<file path="src/rtl/smart_toilet_dispense_ctrl.sv">
// Staggered three-pump dispense sequencer with settle wait and outlet-sample sum/peak capture.
// Latency: pumps react one cycle after start; every stage lasts exactly its latched duration.
// Backpressure: sens_ready is high only in SAMPLE; sample collection waits on sens_valid indefinitely.
module smart_toilet_dispense_ctrl #(
  parameter int SENS_W = 12,
  parameter int CNT_W  = 16,
  parameter int ACC_W  = 20
) (
  input  logic              clk,
  input  logic              rst,
  input  logic              start,
  input  logic              abort,
  input  logic [CNT_W-1:0]  lead3_cyc,
  input  logic [CNT_W-1:0]  lead2_cyc,
  input  logic [CNT_W-1:0]  pump_cyc,
  input  logic [CNT_W-1:0]  settle_cyc,
  input  logic [7:0]        nsamp,
  output logic              pump1_en,
  output logic              pump2_en,
  output logic              pump3_en,
  input  logic              sens_valid,
  input  logic [SENS_W-1:0] sens_data,
  output logic              sens_ready,
  output logic              busy,
  output logic              done,
  output logic              aborted,
  output logic [ACC_W-1:0]  result_sum,
  output logic [SENS_W-1:0] result_peak
);

  typedef enum logic [2:0] {
    IDLE     = 3'd0,
    PRIME3   = 3'd1,
    PRIME2   = 3'd2,
    DISPENSE = 3'd3,
    SETTLE   = 3'd4,
    SAMPLE   = 3'd5,
    FINISH   = 3'd6
  } state_t;

  state_t           state, nxt_state;
  logic [CNT_W-1:0] cnt, nxt_cnt;
  logic [CNT_W-1:0] l3_q, l2_q, pmp_q, stl_q;
  logic [7:0]       ns_q;
  logic             take;

  // First stage at or after 'from' whose duration is non-zero; FINISH if none remain.
  function automatic state_t first_stage(input logic [2:0] from,
                                         input logic [CNT_W-1:0] d3, input logic [CNT_W-1:0] d2,
                                         input logic [CNT_W-1:0] dp, input logic [CNT_W-1:0] ds,
                                         input logic [7:0] n);
    state_t s;
    s = FINISH;
    if (from <= 3'd5 && n  != 8'd0) s = SAMPLE;
    if (from <= 3'd4 && ds != '0)   s = SETTLE;
    if (from <= 3'd3 && dp != '0)   s = DISPENSE;
    if (from <= 3'd2 && d2 != '0)   s = PRIME2;
    if (from <= 3'd1 && d3 != '0)   s = PRIME3;
    return s;
  endfunction

  // Counter load value for a stage: cycles for timed stages, sample count for SAMPLE.
  function automatic logic [CNT_W-1:0] stage_len(input state_t s,
                                                 input logic [CNT_W-1:0] d3, input logic [CNT_W-1:0] d2,
                                                 input logic [CNT_W-1:0] dp, input logic [CNT_W-1:0] ds,
                                                 input logic [7:0] n);
    logic [CNT_W-1:0] v;
    case (s)
      PRIME3:   v = d3;
      PRIME2:   v = d2;
      DISPENSE: v = dp;
      SETTLE:   v = ds;
      SAMPLE:   v = {{(CNT_W-8){1'b0}}, n};
      default:  v = '0;
    endcase
    return v;
  endfunction

  assign take = sens_ready & sens_valid;

  // Next-state and stage-counter selection; abort overrides everything outside IDLE.
  always_comb begin
    nxt_state = state;
    nxt_cnt   = cnt;
    case (state)
      IDLE: begin
        if (start) begin
          nxt_state = first_stage(3'd1, lead3_cyc, lead2_cyc, pump_cyc, settle_cyc, nsamp);
          nxt_cnt   = stage_len(nxt_state, lead3_cyc, lead2_cyc, pump_cyc, settle_cyc, nsamp);
        end
      end
      PRIME3, PRIME2, DISPENSE, SETTLE: begin
        if (cnt == CNT_W'(1)) begin
          nxt_state = first_stage(3'(state) + 3'd1, l3_q, l2_q, pmp_q, stl_q, ns_q);
          nxt_cnt   = stage_len(nxt_state, l3_q, l2_q, pmp_q, stl_q, ns_q);
        end else begin
          nxt_cnt = cnt - 1'b1;
        end
      end
      SAMPLE: begin
        if (take) begin
          if (cnt == CNT_W'(1)) begin
            nxt_state = FINISH;
            nxt_cnt   = '0;
          end else begin
            nxt_cnt = cnt - 1'b1;
          end
        end
      end
      FINISH:  nxt_state = IDLE;
      default: nxt_state = IDLE;
    endcase
    if (abort && state != IDLE) nxt_state = IDLE;
  end

  // State, latched durations, results and all registered outputs derived from the next state.
  always_ff @(posedge clk or posedge rst) begin
    if (rst) begin
      state       <= IDLE;
      cnt         <= '0;
      l3_q        <= '0;
      l2_q        <= '0;
      pmp_q       <= '0;
      stl_q       <= '0;
      ns_q        <= '0;
      pump1_en    <= 1'b0;
      pump2_en    <= 1'b0;
      pump3_en    <= 1'b0;
      sens_ready  <= 1'b0;
      busy        <= 1'b0;
      done        <= 1'b0;
      aborted     <= 1'b0;
      result_sum  <= '0;
      result_peak <= '0;
    end else begin
      state      <= nxt_state;
      cnt        <= nxt_cnt;
      pump3_en   <= (nxt_state == PRIME3) || (nxt_state == PRIME2) || (nxt_state == DISPENSE);
      pump2_en   <= (nxt_state == PRIME2) || (nxt_state == DISPENSE);
      pump1_en   <= (nxt_state == DISPENSE);
      sens_ready <= (nxt_state == SAMPLE);
      busy       <= (nxt_state != IDLE);
      done       <= (nxt_state == FINISH);
      aborted    <= abort && (state != IDLE);
      if (state == IDLE && start) begin
        l3_q        <= lead3_cyc;
        l2_q        <= lead2_cyc;
        pmp_q       <= pump_cyc;
        stl_q       <= settle_cyc;
        ns_q        <= nsamp;
        result_sum  <= '0;
        result_peak <= '0;
      end else if (take) begin
        result_sum <= result_sum + ACC_W'(sens_data);
        if (sens_data > result_peak) result_peak <= sens_data;
      end
    end
  end

endmodule

</file>
<file path="config.mk">
export PLATFORM = sky130hd
export DESIGN_NAME = smart_toilet_dispense_ctrl
export DESIGN_NICKNAME = d
export VERILOG_FILES = /design/src/rtl/smart_toilet_dispense_ctrl.sv
export SDC_FILE = /design/constraint.sdc
export NUM_CORES = 1
export LEC_CHECK = 0
export ABC_AREA = 1
export BUFFER_PORTS_ARGS = -buffer_cell sky130_fd_sc_hd__buf_2
export CORE_MARGIN = 8
export CORE_UTILIZATION = 45
export CTS_CLUSTER_SIZE = 12
export DETAILED_ROUTE_END_ITERATION = 8
export PLACE_DENSITY = 0.75
export SYNTH_ARGS = -nofsm -noshare
export SYNTH_HDL_FRONTEND = slang
export SYNTH_SLANG_ARGS = --single-unit
</file>
<file path="constraint.sdc">
create_clock -name clk -period 5.6 [get_ports clk]
set_clock_uncertainty 0.1 [all_clocks]
set_input_delay 1.12 -clock clk [delete_from_list [all_inputs] [get_ports clk]]
set_output_delay 1.12 -clock clk [all_outputs]
set_load 0.05 [all_outputs]
</file>
==> run metrics <==
status=finished, final reports clean; Max Cap Violations=0; Slew Limit Fails=0; grt ovf=0; Setup violations, final=0; worst skew pair latency=0.43 ns; Power Density=~470 nW/um^2; CORE AREA=18500 sq um; Crit path largest cell delay=0.52 ns; vias per cell=5.50; Setup crit start=state[0]; sequential fraction of the synthesis area=38.7%; Boundary Pins=128; Buffers & Inverters on Critical Path=3; total track usage=23.4%; Max Clk Rate=0.297 GHz; GPL Wtd Cong=0.967; DPL Wire Length=approximately 21000 um; Antenna Nets Post-Route=0; TritonCTS buffer count=17; Worst EP arrival=between 3 and 4 ns; RSZ-0062 raised after global routing=no; Yosys warnings=0; nets@finish=between 1000 and 1500; setup TNS=0 ns; CP max stage cell=nand3_1; initial antenna violation count=0; clk sinks=between 100 and 150; post-CTS setup buffer count=0; htree depth=4; Tightest Pin Transition=0.977 ns; DP Area=~9000 sq um; cts repair resizes=0; Reg2Reg Launch Point=state[0]; Tmin final=3.36 ns; worst min path class=reg2reg; crit-path cells=ha_1 > inv_1 > ha_1 > a21boi_0 > nand2_2 > nand3_1 > inv_1 > nand2_1 > o21ai_0 > inv_1 > nand3_1 > nand2_1 > a21oi_1; wire per inst=approximately 17 um; first-pass GRT wire length=between 40000 and 50000 um; Mapped Cells=1236; number of global-route vias before repair=between 8000 and 9000; cts hold-fix bufs=0; pin count of the biggest net entering global routing=75; post-synthesis area per instance=around 6.8 sq um; area delta synth->final=17.7%; Critical Path Most Common Cell=inv_1; critical path launch point type=register; row cnt=50; Critical R2R Capture=cnt[5]; Initial Utilization=45.4%; static leakage=5.08 nW; crit-path leading delay family=simple AND/OR/NAND/NOR gates; synth unique cells=slightly above 40; most common cell after layout, fill and taps aside=nand2_1; Clock Tree Buf Depth=2; die height=between 150 and 200 um; Worst Setup End Kind=register; Die X=153 um; share of layout cells above drive strength 1=13.8%; Design Area, Final=9900 sq um; r2r worst-path depth=13; clock-pin slew on the worst setup and hold paths=0.06 ns; routed vias=a little under 9000; max_slew headroom=34.8%; Netlist Area Pre-Place=8410 sq um; Setup crit end=cnt[5]; drt pass-1 iters=8; period utilization=between 60% and 70%; I/O Buffers=127; ANT cells=0; WS Path Type=reg2reg; total wire length=about 27000 um; crit path max fanout=27; Die Area=23300 sq um; Fillers=~1800; most frequent cells in the layout=nand2_1 (311), inv_1 (171), nor2_1 (169); Levels on crit path=13; Worst VDD drop=around 280 uV; CTS root buffer=clkbuf_16; syn nets=1357; Final Hold Violating Endpoints=0; CTS tree=yes; number of synthesized register bits=130; reg2reg setup slack=2.24 ns; initial drt markers=971; Critical Path RT=5.85 ns; drt drc=0
[worst min-delay path, delay by kind of cell (launching register included)]
| kind | cells | cell delay [ns] |
|---|---|---|
| and+or+nand+nor | 1 | 0.05 |
| AOI/OAI and AO/OA | 1 | 0.06 |
| DFF | 1 | 0.34 |
[flip-flops by register name, summed over array words and instances (netlist names)]
register / count
aborted: 1
busy: 1
cnt: 16
done: 1
l2_q: 16
l3_q: 16
ns_q: 8
pmp_q: 16
pump1_en: 1
pump2_en: 1
pump3_en: 1
result_peak: 12
result_sum: 20
sens_ready: 1
state: 3
stl_q: 16
[cells in the mapped netlist (all sizes together)]
library cell / number / area, sq um
buf: 7 / 38.8
o21ai: 119 / 603
xor2: 7 / 61.3
or2: 3 / 18.8
nor3: 12 / 65.1
a21boi: 2 / 26.3
o21a: 2 / 15.0
clkbuf: 26 / 108
a21oi: 66 / 334
o211ai: 4 / 30.0
ha: 31 / 388
nor4: 4 / 40.0
a21o: 1 / 7.51
nand3b: 4 / 30.0
xnor2: 4 / 35.0
o221ai: 1 / 8.76
fa: 1 / 20.0
o21bai: 4 / 30.0
dfrtp: 130 / 3250
inv: 174 / 653
o22ai: 12 / 75.1
nand4: 26 / 163
nor2: 175 / 672
o31ai: 2 / 15.0
nand3: 99 / 495
o2bb2ai: 1 / 8.76
clkinv: 1 / 3.75
nand2: 317 / 1200
a31oi: 1 / 6.26
[how the worst min path moves through the flow]
| stage | from | end | slack, ns | cells after the start |
|---|---|---|---|---|
| 2_1_floorplan | l3_q[0] | l3_q[0] | 0.35 | 2 |
| 3_3_place_gp | l3_q[7] | l3_q[7] | 0.37 | 2 |
| 3_5_place_dp | l3_q[0] | l3_q[0] | 0.37 | 2 |
| 4_1_cts | l3_q[0] | l3_q[0] | 0.39 | 2 |
| 5_1_grt | l3_q[0] | l3_q[0] | 0.42 | 2 |
| 6_report | l3_q[0] | l3_q[0] | 0.39 | 2 |
[final cells by class]
class	instances	area, sq um	share of cell area, %
Tap cell	234	293	2.96
Clock buffer	21	480	4.85
Multi-Input combinational cell	898	4360	44.0
Timing Repair Buffer	133	681	6.88
Sequential cell	130	3250	32.9
Inverter	175	659	6.66
Clock inverter	11	174	1.76
[metal layers]
metal | track usage [%] | part of all wire, % | vias to the layer above
li1 | - | - | 4221
met1 | 30.6 | 43 | 4086
met2 | 36.5 | 44 | 437
met3 | 6.41 | 9.6 | 70
met4 | 8.48 | 2.9 | 0
met5 | 0 | 0 | -
[stage by stage]
stage | power [mW] | cells | utilization [%] | setup slack, ns | hold WS [ns]
floorplan | 2.84 | 1236 | - | 0.911 | 0.353
global placement | 3.32 | 1570 | 49.9 | 1.94 | 0.369
detailed placement | 3.36 | 1570 | 49.9 | 2.00 | 0.375
CTS | 4.62 | 1602 | 53.5 | 2.31 | 0.388
global route | 4.96 | 1602 | 53.5 | 2.09 | 0.422
finish | 4.65 | 1602 | 53.5 | 2.24 | 0.391
[power by group]
part	leakage (nW)	switching, mW	internal, mW
logic	3.14	1.26	0.559
clock network	0.312	0.452	0.795
registers	1.64	0.287	1.30
total	5.08	2.00	2.65
[kinds of logic after synthesis]
kind of cell,after synthesis,share of synthesized area [%]
AOI/OAI and AO/OA,215,13.8
xor gates and xnor gates,11,1.15
adders and majority gates,32,4.85
buffers and inverters,208,9.55
DFF,130,38.7
and+or+nand+nor,640,32.0
Note: power is estimated with default switching activity, not from simulation.
